--- src/rtl/spi_cmd_rx.sv ---
// spi_cmd_rx: SPI mode-0 slave byte receiver with a first-word-fall-through FIFO
// presenting bytes to the command writer over valid/ready.
module spi_cmd_rx #(
   parameter int FIFO_AW     = 3,
   parameter int SYNC_STAGES = 2
) (
   input  logic             in_main_clock,
   input  logic             in_reset,
   input  logic             in_spi_sck,
   input  logic             in_spi_mosi,
   input  logic             in_spi_cs_n,
   input  logic             in_byte_ready,
   output logic             out_byte_valid,
   output logic [7:0]       out_byte_data,
   output logic [FIFO_AW:0] out_fifo_level,
   output logic             out_overflow,
   output logic             out_frame_error
);
   typedef enum logic [1:0] {IDLE, SHIFT, ABORT} state_t;
   localparam int DEPTH = 1 << FIFO_AW;
   state_t state, state_nxt;
   logic [SYNC_STAGES-1:0] sck_sync, mosi_sync, cs_sync;
   logic sck_s, mosi_s, cs_s, sck_d, cs_d, sck_rise, cs_rise;
   logic [2:0] cnt, cnt_nxt;
   logic [7:0] shift, shift_nxt;
   logic done, done_nxt, ferr_nxt;
   logic [7:0] mem [DEPTH];
   logic [FIFO_AW:0] wr_ptr, rd_ptr;
   logic full, pop, wr_en;
   assign sck_s    = sck_sync[SYNC_STAGES-1];
   assign mosi_s   = mosi_sync[SYNC_STAGES-1];
   assign cs_s     = cs_sync[SYNC_STAGES-1];
   assign sck_rise = sck_s & ~sck_d;
   assign cs_rise  = cs_s & ~cs_d;
   always_ff @(posedge in_main_clock) begin
      if (in_reset) begin
         sck_sync        <= '0;
         mosi_sync       <= '0;
         cs_sync         <= '1;
         sck_d           <= 1'b0;
         cs_d            <= 1'b1;
         state           <= ABORT;
         cnt             <= 3'd0;
         shift           <= 8'h00;
         done            <= 1'b0;
         out_frame_error <= 1'b0;
      end else begin
         sck_sync        <= {sck_sync[SYNC_STAGES-2:0], in_spi_sck};
         mosi_sync       <= {mosi_sync[SYNC_STAGES-2:0], in_spi_mosi};
         cs_sync         <= {cs_sync[SYNC_STAGES-2:0], in_spi_cs_n};
         sck_d           <= sck_s;
         cs_d            <= cs_s;
         state           <= state_nxt;
         cnt             <= cnt_nxt;
         shift           <= shift_nxt;
         done            <= done_nxt;
         out_frame_error <= ferr_nxt;
      end
   end
   // SHIFT is only entered with CS low, so the first high CS seen there is always a rising edge
   always_comb begin
      state_nxt = state;
      cnt_nxt   = cnt;
      shift_nxt = shift;
      done_nxt  = 1'b0;
      ferr_nxt  = 1'b0;
      case (state)
         IDLE: begin
            cnt_nxt   = 3'd0;
            state_nxt = cs_s ? IDLE : SHIFT;
         end
         SHIFT: begin
            if (cs_rise) begin
               state_nxt = IDLE;
               cnt_nxt   = 3'd0;
               ferr_nxt  = cnt != 3'd0;
            end else if (sck_rise) begin
               shift_nxt = {shift[6:0], mosi_s};
               cnt_nxt   = cnt + 3'd1;
               done_nxt  = cnt == 3'd7;
            end
         end
         ABORT:   state_nxt = cs_s ? IDLE : ABORT;
         default: state_nxt = ABORT;
      endcase
   end
   assign out_fifo_level = wr_ptr - rd_ptr;
   assign out_byte_valid = out_fifo_level != '0;
   assign full           = out_fifo_level[FIFO_AW];
   assign pop            = out_byte_valid & in_byte_ready;
   assign wr_en          = done & (~full | pop);
   assign out_byte_data  = out_byte_valid ? mem[rd_ptr[FIFO_AW-1:0]] : 8'h00;
   always_ff @(posedge in_main_clock) begin
      if (in_reset) begin
         wr_ptr       <= '0;
         rd_ptr       <= '0;
         out_overflow <= 1'b0;
      end else begin
         if (wr_en) wr_ptr <= wr_ptr + (FIFO_AW+1)'(1);
         if (pop) rd_ptr <= rd_ptr + (FIFO_AW+1)'(1);
         if (done & full & ~pop) out_overflow <= 1'b1;
      end
   end
   always_ff @(posedge in_main_clock) begin
      if (wr_en) mem[wr_ptr[FIFO_AW-1:0]] <= shift;
   end
endmodule
--- config.mk ---
export PLATFORM = sky130hd
export DESIGN_NAME = spi_cmd_rx
export DESIGN_NICKNAME = d
export VERILOG_FILES = /design/src/rtl/spi_cmd_rx.sv
export SDC_FILE = /design/constraint.sdc
export NUM_CORES = 1
export LEC_CHECK = 0
export BUFFER_PORTS_ARGS = -buffer_cell sky130_fd_sc_hd__buf_2
export CORE_ASPECT_RATIO = 0.75
export CORE_MARGIN = 2
export CORE_UTILIZATION = 60
export DETAILED_ROUTE_END_ITERATION = 10
export PLACE_DENSITY = 0.78
export RECOVER_POWER = 50
export SYNTH_ARGS = -nofsm -noshare
export SYNTH_HDL_FRONTEND = slang
export SYNTH_SLANG_ARGS = --single-unit
export TNS_END_PERCENT = 1
--- constraint.sdc ---
create_clock -name in_main_clock -period 5.1 [get_ports in_main_clock]
set_clock_uncertainty 0.1 [all_clocks]
set_input_delay 0.765 -clock in_main_clock [delete_from_list [all_inputs] [get_ports in_main_clock]]
set_output_delay 0.765 -clock in_main_clock [all_outputs]
set_load 0.005 [all_outputs]
==> results.md, run 1 <==
* GPL Wtd Cong at just over 0.8
* Minimum clock period at 3.592 ns
* Netlist cell types at between 40 and 50
* Placed Cells at 361
* Leakage at between 1.5 and 2 nW
* Violated checks: capacitance limit, slew limit
* Full die area at 7358 sq um
* Setup TNS Final at 0 ns
* Root Driver: clkbuf_8
* Synth async-reset ratio at 0
* Worst-Margin Slew at ~1.6 ns
* R2r setup slk at 2.48 ns
* CP peak stage delay at slightly below 0.5 ns
* Design Area, Final at 4419 sq um
* Peak VDD IR at a little over 0.2 mV
* Layout area overhead at 10.24%
* Post-synth EDFFs at 64
* Max_cap viols at 1
* Die Height at about 75 microns
* First-pass GRT wire length at about 11,000 microns
* Initial drt markers at ~110
* CP max-delay cell: dfxtp_1
* Row Count at 25
* Commonest register cell after synthesis: edfxtp_1
* Mapped Avg Cell Area at roughly 15 sq um
* Final Power at approximately 1.8 mW
* Post-cts repair resize count at 0
* Initial core utilization at 0.6282
* TritonCTS clock tree: built
* Final worst path period share at 0.7044
* Synth Register Bits at 99
* Core ar. at approximately 6400 sq um
* Ys Warns at 0
* Nets at approximately 300
* Critical Path, Cell by Cell: inv_1, ha_1, inv_1, fa_1, or3_4, nor2_2, nor2_1, buf_2
* P per Cell Area at approximately 420 nW/um^2
* Worst Hold Class: flop to flop
* Gr usage total at 0.2071
* Synth Instances at approximately 270
* Worst R2R Path Depth at 8
* Post-DP HPWL at 4759 microns
* Num CTS Buffers at 9
* Pre-antenna DRT Iters at 6
* # IOs at 21
* CP Max Fanout at 9
* Hold Slack at between 0.3 and 0.4 ns
* CTS hold repair buffers at 0
* Sink Count at 99
* Place WS at 1.886 ns
* Register area share after synthesis at 0.6542
* Outcome: finished, violations left
* Antenna cells at 0
* Worst setup path start: wr_ptr[0]
* Post-CTS setup buffers at 0
* Syn_nets at between 200 and 300
* Largest net degree at the start of global routing at 39
* Reg2reg start: wr_ptr[0]
* Worst EP arrival at about 2.7 ns
* Crit path capture: out_byte_data[3]
* Skew-Pair Late Insertion Delay at about 0.36 ns
* Routed WL per cell at between 15 and 20 microns
* Hold Fails Final Rpt at 0
* Remaining Overflow, GRT at 0
* DRC errors left at 0
* DRT antenna net count at 0
* Setup crit end kind: output port
* Clk slew on worst S/H paths at 0.09 ns
* Via density at between 5 and 6
* Vias at between 2,000 and 2,500
* Max Slew Vio Count at 39
* Post-Syn Area at about 4000 sq um
* Setup CP Type: flop to output port
* Placed cell area at between 4000 and 5000 sq um
* Layout Cells excl Fill at around 380
* Initial antenna violation count at 0
* Number of global-route vias before repair at between 2,000 and 2,500
* H-Tree Depth at 3
* Layout cells sized above 1 at 0.2534
* Final worst setup slack at between 1.5 and 2 ns
* Highest clock rate at ~280 MHz
* Final design utilization at 0.6925
* Longest Clk Path Bufs at 2
* Max_slew headroom at -0.03770
* CP startpoint kind: flop
* Count of final setup violators at 0
* Required time of the worst setup path at between 4 and 5 ns
* Die W at roughly 98 microns
* Most used cell along the critical path: inv_1
* IO buf count at 20
* Routed WL at between 7000 and 8000 microns
* Unrepaired setup endpoints after global routing: no
cell usage after synthesis, types with 3 or more instances:
library cell	count	area share
edfxtp_1	64	0.48
dfxtp_1	35	0.17
nor2_1	28	0.026
mux2i_1	18	0.045
mux4_2	16	0.090
inv_1	12	0.011
ha_1	8	0.025
nor2b_1	8	0.012
nand2b_1	6	0.0094
a21oi_1	5	0.0062
clkbuf_1	5	0.0047
nand2_1	5	0.0047
buf_1	4	0.0037
nor3_1	4	0.0050
nor4_1	4	0.0062
a31oi_1	3	0.0047
buf_2	3	0.0037
or2_2	3	0.0047
xor2_1	3	0.0066
layout make-up:
cell class	instances	area, sq um
sequential	99	2623
fill	429	1962
multi-input combinational	140	1285
timing repair buffer	28	158.9
clock buffer	11	141.4
tap	81	101.3
clock inverter	5	58.81
inverter	13	51.30
cell usage in the layout (no fill, tap or decap), types with 2 or more instances in the layout:
| master | n |
|---|---|
| edfxtp_1 | 64 |
| dfxtp_1 | 35 |
| nor2_1 | 28 |
| buf_2 | 19 |
| mux2i_1 | 18 |
| mux4_2 | 16 |
| inv_1 | 12 |
| clkbuf_8 | 10 |
| nor2b_1 | 8 |
| ha_1 | 8 |
| buf_4 | 8 |
| nand2b_1 | 6 |
| a21oi_1 | 5 |
| nand2_1 | 5 |
| nor3_1 | 4 |
| xor2_1 | 3 |
| inv_4 | 3 |
| nor4_1 | 3 |
| a31oi_1 | 3 |
| or2_2 | 3 |
| a21oi_4 | 2 |
| nor2_2 | 2 |
| nand4_1 | 2 |
| o211ai_1 | 2 |
| nor3b_1 | 2 |
| mux2_2 | 2 |
| clkbuf_1 | 2 |
critical path: cells and delay by family, from the launching register on:
family	cells	cell delay (ns)
DFF	1	0.49
and+or+nand+nor	3	0.89
buffers and inverters	3	0.36
adders and majority gates	2	0.64
power by group:
| group | switching, mW | total (mW) | internal [mW] |
|---|---|---|---|
| combinational | 0.205 | 0.422 | 0.218 |
| clock | 0.255 | 0.498 | 0.243 |
| sequential | 0.0579 | 0.915 | 0.858 |
| total | 0.517 | 1.84 | 1.32 |
kinds of logic after synthesis:
family                   count (synthesis)  synth area share
adder cells (fa/ha/maj)                  9           0.02996
AO/OA/AOI/OAI                           17           0.03714
buffers and inverters                   26           0.02684
AND/OR/NAND/NOR                         72           0.09613
multiplexers                            38            0.1470
XOR/XNOR                                 4          0.008741
flip-flops                              99            0.6542
worst min-delay path by stage:
stage,startpoint,endpoint,slack [ns],cells after the start
after detailed placement,cs_sync[0],cs_sync[1],0.30,1
after CTS,cs_sync[0],cs_sync[1],0.32,1
after floorplan,cs_sync[0],cs_sync[1],0.29,1
final,cs_sync[0],cs_sync[1],0.32,1
after global placement,cs_sync[0],cs_sync[1],0.29,1
after global routing,cs_sync[0],cs_sync[1],0.34,1
sequential cells by signal, indices dropped and copies added (netlist names), named ones only:
name             count
mem                 64
shift                8
rd_ptr               4
wr_ptr               4
cnt                  3
cs_sync              2
mosi_sync            2
sck_sync             2
state                2
cs_d                 1
done                 1
out_frame_error      1
out_overflow         1
sck_d                1
per-layer routing:
| layer | up-vias | routed length [microns] | track usage |
|---|---|---|---|
| met3 | 4 | 210 | 0.05942 |
| li1 | 1027 | - | - |
| met5 | - | 0 | 0 |
| met1 | 1064 | 3294 | 0.2705 |
| met2 | 37 | 3574 | 0.3522 |
| met4 | 0 | 36 | 0.05479 |
(Power assumes the default switching activity.)
==> run 2: changes to the inputs <==
--- a/config.mk
+++ b/config.mk
@@ -5,12 +5,13 @@
 export SDC_FILE = /design/constraint.sdc
 export NUM_CORES = 1
 export LEC_CHECK = 0
+export ABC_AREA = 1
 export BUFFER_PORTS_ARGS = -buffer_cell sky130_fd_sc_hd__buf_2
 export CORE_ASPECT_RATIO = 0.75
 export CORE_MARGIN = 2
-export CORE_UTILIZATION = 60
+export CORE_UTILIZATION = 54
 export DETAILED_ROUTE_END_ITERATION = 10
-export PLACE_DENSITY = 0.78
+export PLACE_DENSITY = 0.74
 export RECOVER_POWER = 50
 export SYNTH_ARGS = -nofsm -noshare
 export SYNTH_HDL_FRONTEND = slang
==> constraint.sdc (replaced) <==
create_clock -name in_main_clock -period 2.95 [get_ports in_main_clock]
set_clock_uncertainty 0.1 [all_clocks]
set_input_delay 0.4425 -clock in_main_clock [delete_from_list [all_inputs] [get_ports in_main_clock]]
set_output_delay 0.4425 -clock in_main_clock [all_outputs]
set_load 0.005 [all_outputs]
==> run 2 against run 1 <==
  * The flow now finishes without violations
  * Hold slack lost 0.15 ns
  * Synthesized cell count is 54% higher
  * Sequential share of layout area decreased by 2.3 points
  * Flip-flop and latch count unchanged
  * Non-clock buffer count increased by 6
  * Clock-buffer cell count did not move
  * Clock power is 51% higher
  * First-iteration DRC count is 37% higher
  * Via count up 30%
  * Critical path depth grew 1
  * Core utilization down 7.1 points
  * Power is 46% higher
==> results.md, run 2 <==
* Max Slew Vio Count at 0
* Placed cell area at 4418 sq um
* DRT antenna net count at 0
* Leakage at about 1.8 nW
* Switch share at 0.2626
* DRC errors left at 0
* Count of final setup violators at 0
* Complex-gate fraction of the synthesized area at 0.06325
* Synth Area in Adders at 0.02892
* Cell taking the most area after synthesis: edfxtp_1
* Gr usage total at 0.1965
* Antenna cells at 0
* CTS hold repair buffers at 0
* Highest clock rate at ~350 MHz
* Largest net degree at the start of global routing at 33
* Skew-Pair Late Insertion Delay at approximately 0.35 ns
* Worst setup path start: wr_ptr[0]
* Post-synth EDFFs at between 60 and 70
* Int Power at 1.982 mW
* Largest family of logic cells by synthesized area: simple AND/OR/NAND/NOR gates
* Worst-Margin Slew at ~1.0 ns
* Full die area at around 8400 sq um
* Number of global-route vias before repair at 2,517
* Commonest register cell after synthesis: edfxtp_1
* Root Driver: clkbuf_8
* Initial drt markers at 155
* Worst EP arrival at between 2 and 2.5 ns
* Commonest cells in the netlist: 84 x nand2_1, 64 x edfxtp_1, 55 x nor2_1
* P_sw at ~0.71 mW
* Post-Synth Simple-Gate Area at 0.1744
* Reg2reg start: wr_ptr[0]
* Sequential group share of total power at 0.560
* Die Height at about 80 microns
* Required time of the worst setup path at 2.41 ns
* CP Max Fanout at 5
* Largest register FFs at 64
* Combinational Power Share at 0.161
* Outcome: completed
* GPL Wtd Cong at between 0.7 and 0.8
* Yosys top cell area share at 0.4627
* R2r setup slk at between 0.5 and 0.6 ns
* TritonCTS clock tree: built
* Final worst path period share at 0.9564
* Setup CP Type: flop to output port
* Met2 GRT Util at 0.3129
* Design Area, Final at ~4600 sq um
* Met3 Track Usage GR at 0.05633
* Ys Warns at 0
* Worst R2R Path Depth at 12
* Clk slew on worst S/H paths at about 0.09 ns
* Setup crit end kind: output port
* Layout area overhead at 10.75%
* # IOs at 21
* Post-Syn Area at between 4000 and 5000 sq um
* Top cells by area, synth: edfxtp_1 46%, dfxtp_1 17%, nand2_1 7.6%, nor2_1 5.0%, mux2i_1 3.9%
* Sink Count at 99
* Via density at 5.068
* Commonest non-fill, non-tap cells in the layout: 84 x nand2_1, 64 x edfxtp_1, 56 x nor2_1
* Core ar. at about 7400 sq um
* Setup TNS Final at 0 ns
* Register area share after synthesis at 0.6313
* Post-Synth XOR/XNOR Area at 0.004217
* Netlist cell types at 30
* CP startpoint kind: flop
* IO buf count at 20
* Longest Clk Path Bufs at 2
* Synth async-reset ratio at 0
* Num CTS Buffers at 9
* P per Cell Area at slightly below 600 nW/um^2
* Die W at about 110 microns
* Hold Fails Final Rpt at 0
* Commonest non-fill, non-tap cell in the layout: nand2_1
* First-pass GRT wire length at around 12,000 microns
* Unrepaired setup endpoints after global routing: no
* Grt peak-use layer: met2
* Initial core utilization at 0.5615
* Worst Hold Class: primary input to flop
* Remaining Overflow, GRT at 0
* Final worst setup slack at 0.1287 ns
* Peak VDD IR at roughly 0.29 mV
* Vias at roughly 2,800
* H-Tree Depth at 3
* Initial antenna violation count at 0
* Max_cap viols at 0
* Post-DP HPWL at about 5300 microns
* Most frequent cell after synthesis: nand2_1
* Pre-antenna DRT Iters at 4
* Clock network power share at 0.279
* Mapped Avg Cell Area at 10.16 sq um
* Layout cells sized above 1 at 0.1387
* Max_slew headroom at 0.3103
* Routed WL at 7732 microns
* Nets at 457
* Routed WL per cell at approximately 14 microns
* Hold Path Cell Cnt at 2
* Place WS at roughly 0.33 ns
* Synth Register Bits at between 90 and 100
* Crit path capture: out_byte_valid
* Row Count at 27
* Minimum clock period at about 2.8 ns
* Syn_nets at 424
* Multiplexer share of the synthesized area at 0.03855
* Met1 Use GR at 0.2664
* Synth Instances at 409
[run 2: cells by family (layout without fill, tap and decap cells)]
kind of cell / Yosys count / count (layout)
adders and majority gates: 9 / 9
buffers and inverters: 60 / 98
xor gates and xnor gates: 2 / 2
DFF: 99 / 99
AOI/OAI and AO/OA: 51 / 51
and+or+nand+nor: 172 / 172
muxes: 16 / 16
[run 2: area by class of cell]
cell class,count,area [sq um]
inverters,48,185.2
clock inverters,5,27.53
well taps,101,126.4
repair buffers,34,216.5
flip-flops and latches,99,2626
multi-input cells,250,1277
fillers,629,2798
clock buffers,11,141.4
[run 2: how the worst min path moves through the flow]
stage                       from            to
CTS                  in_spi_cs_n    cs_sync[0]
detailed placement  mosi_sync[0]  mosi_sync[1]
global placement    mosi_sync[0]  mosi_sync[1]
global route         in_spi_cs_n    cs_sync[0]
floorplan           mosi_sync[0]  mosi_sync[1]
finish               in_spi_cs_n    cs_sync[0]
[run 2: critical path, stage by stage (launching register included)]
cell     delay (ns)
dfxtp_2        0.37
inv_1          0.06
ha_1           0.19
inv_1          0.08
fa_1           0.42
or2_1          0.25
nor2_2         0.14
nand3_4        0.13
buf_4          0.17
buf_2          0.12
[run 2: through the flow]
stage,power (mW),hold WS (ns),util,std cells
4_1_cts,2.692,0.1563,0.6205,546
2_1_floorplan,1.823,0.2883,-,409
3_3_place_gp,1.938,0.2930,0.5972,530
3_5_place_dp,1.953,0.3005,0.5972,530
6_report,2.688,0.1684,0.6219,548
5_1_grt,2.819,0.1462,0.6219,548
[run 2: routing by layer]
metal | share of wire | wire, microns | vias up
met2 | 0.46 | 3591 | 73
met3 | 0.075 | 577 | 7
met1 | 0.45 | 3490 | 1280
met4 | 0.0096 | 74 | 0
li1 | - | - | 1417
met5 | 0 | 0 | -
[run 2: power by group through the flow]
stage                     sequential (mW)  combinational [mW]  clock (mW)
final                                1.50               0.434       0.750
after global routing                 1.51               0.486       0.825
after CTS                            1.50               0.421       0.767
after detailed placement             1.54               0.418           0
after global placement               1.53               0.404           0
after floorplan                      1.52               0.306           0
[run 2: timing repair]
action | 4_1_cts | 5_1_grt
endpoints found under the setup margin | 8 | 8
pin swaps | 0 | 1
setup buffers | 0 | 2
gates resized for setup | 2 | 2
==> run 3: changes to the inputs <==
--- a/config.mk
+++ b/config.mk
@@ -5,13 +5,12 @@
 export SDC_FILE = /design/constraint.sdc
 export NUM_CORES = 1
 export LEC_CHECK = 0
-export ABC_AREA = 1
 export BUFFER_PORTS_ARGS = -buffer_cell sky130_fd_sc_hd__buf_2
 export CORE_ASPECT_RATIO = 0.75
 export CORE_MARGIN = 2
 export CORE_UTILIZATION = 54
 export DETAILED_ROUTE_END_ITERATION = 10
-export PLACE_DENSITY = 0.74
+export PLACE_DENSITY = 0.75
 export RECOVER_POWER = 50
 export SYNTH_ARGS = -nofsm -noshare
 export SYNTH_HDL_FRONTEND = slang
==> run 3 against run 2 <==
  * The flow now finishes with violations (capacitance limit, slew limit)
  * Sequential share of layout area rose by 1.4 points
  * Non-clock buffer count unchanged
  * Critical path depth did not move
  * Flip-flop and latch count unchanged
  * First-iteration DRC count shrank 12%
  * Final cell count decreased by 26%
  * Wire length shrank 12%
  * Core utilization shrank 0.31 points
  * Combinational power rose by 110%
  * Clock-buffer cell count shrank 1
  * Die area shrank 3.3%
  * Critical path type unchanged
==> results.md, run 3 (synthesis results as in run 1) <==
* Outcome: finished, violations left
* Violated checks: capacitance limit, slew limit
* Hold Path Cell Cnt at 2
* Layout cells sized above 1 at 0.2970
* Number of global-route vias before repair at 2,092
* Met3 Track Usage GR at 0.06411
* Pre-antenna DRT Iters at 4
* Remaining Overflow, GRT at 0
* Largest register FFs at 64
* Count of final setup violators at 0
* Routed WL per cell at 16.93 microns
* Row Count at 27
* Clk slew on worst S/H paths at roughly 0.09 ns
* DRC errors left at 0
* Largest net degree at the start of global routing at 39
* Worst Hold Class: primary input to flop
* DRT antenna net count at 0
* Grt peak-use layer: met2
* Crit path capture: out_byte_data[0]
* Antenna cells at 0
* Initial antenna violation count at 0
* Hold Fails Final Rpt at 0
* Commonest non-fill, non-tap cells in the layout: 64 x edfxtp_1, 32 x dfxtp_1, 27 x nor2_1
* IO buf count at 20
* Skew-Pair Late Insertion Delay at roughly 0.36 ns
* First-pass GRT wire length at ~11,000 microns
* P per Cell Area at approximately 700 nW/um^2
* CP startpoint kind: flop
* Setup TNS Final at 0 ns
* Met1 Use GR at 0.2386
* CP Max Fanout at 5
* Die Height at 78.62 microns
* Worst setup path start: wr_ptr[0]
* Max_cap viols at 1
* Longest Clk Path Bufs at 2
* Via density at 5.312
* WP buf/inv at 3
* Worst-Margin Slew at ~1.6 ns
* CTS hold repair buffers at 0
* Setup crit end kind: output port
* Final worst path period share at 0.9615
* GPL Wtd Cong at 0.7948
* Vias at between 2,000 and 2,500
* Nets at roughly 310
* Sink Count at about 100
* Met2 GRT Util at 0.3013
* Unrepaired setup endpoints after global routing: no
* Minimum clock period at approximately 2.8 ns
* Full die area at approximately 8000 sq um
* Filler cell count at around 550
* Worst EP arrival at 2.29 ns
* Setup CP Type: flop to output port
* H-Tree Depth at 3
* Critical Path, Cell by Cell: inv_2, ha_2, inv_2, fa_2, xor2_1, or3_4, nor2_4, nor2_1, buf_2
* R2r setup slk at around 0.46 ns
* Post-DP HPWL at 4370 microns
* Critical path depth at 9
* # IOs at 21
* Initial core utilization at 0.5519
* Highest clock rate at ~350 MHz
* Reg2reg start: rd_ptr[2]
* Max Slew Vio Count at 39
* Reg2reg end: wr_ptr[3]
* Root Driver: clkbuf_8
* Leakage at around 1.6 nW
* Max_slew headroom at -0.03770
* Top delay family on crit path: simple AND/OR/NAND/NOR gates
* Layout area overhead at 12.11%
* Num CTS Buffers at 9
* Most used cell along the critical path: inv_2
* Core ar. at a little over 7000 sq um
* Die W at 103.5 microns
* Worst R2R Path Depth at 8
* CP peak stage delay at roughly 0.40 ns
* CP max-delay cell: or3_4
* Required time of the worst setup path at between 2 and 2.5 ns
* Gr usage total at 0.1863
* Routed WL at 6840 microns
* Commonest non-fill, non-tap cell in the layout: edfxtp_1
* Peak VDD IR at roughly 0.34 mV
* Final design utilization at 0.6188
* TritonCTS clock tree: built
* Initial drt markers at ~140
## run 3: repair_timing
action / in CTS / in global routing
cloned: 1 / 0
setup endpoints to repair: 9 / 9
gates resized for setup: 3 / 8
setup buffers: 0 / 2
pin swaps: 1 / 5
## run 3: power by group
part	leakage (nW)	switching, mW	total, mW	internal, mW
Sequential	0.879	0.0208	1.50	1.48
Clock	0.0803	0.446	0.753	0.307
Combinational	0.600	0.475	0.898	0.423
Total	1.56	0.942	3.16	2.21
## run 3: per-stage QoR
stage	cell area, sq um	hold WS, ns	power [mW]	instances	setup slack (ns)
6_report	4494	0.1620	3.155	404	0.1137
5_1_grt	4494	0.1387	3.329	404	0.009057
4_1_cts	4467	0.1421	3.182	402	0.01422
3_5_place_dp	4282	0.2977	2.358	385	0.2193
3_3_place_gp	4282	0.2930	2.341	385	0.3147
2_1_floorplan	4015	0.2895	2.112	265	0.05678
## run 3: how the worst min path moves through the flow
stage / startpoint / to / slack, ns
after floorplan: cs_sync[0] / cs_sync[1] / 0.29
after global placement: cs_sync[0] / cs_sync[1] / 0.29
after detailed placement: cs_sync[0] / cs_sync[1] / 0.30
after CTS: in_spi_cs_n / cs_sync[0] / 0.14
after global routing: in_spi_cs_n / cs_sync[0] / 0.14
final: in_spi_cs_n / cs_sync[0] / 0.16
## run 3: cell type report
type,instances,area (sq um),share of cell area
sequential,99,2626,0.5844
multi-input combinational,141,1319,0.2934
timing repair buffer,34,202.7,0.04510
clock buffer,10,127.6,0.02840
tap,101,126.4,0.02812
inverter,13,51.30,0.01141
clock inverter,6,41.29,0.009187
## run 3: worst register-to-register path: stages, from the launching register on
cell and delay, ns:
dfxtp_1 0.37, inv_1 0.08, ha_1 0.35, nand3b_1 0.19, and3_4 0.23, nor2_4 0.18
inv_4 0.10, a21oi_4 0.42, mux2_1 0.37
## run 3: per-layer routing
layer | part of all wire | wire length [microns] | vias up
li1 | - | - | 1036
met1 | 0.43 | 2931 | 1055
met2 | 0.49 | 3369 | 45
met3 | 0.063 | 428 | 10
met4 | 0.016 | 112 | 0
met5 | 0 | 0 | -
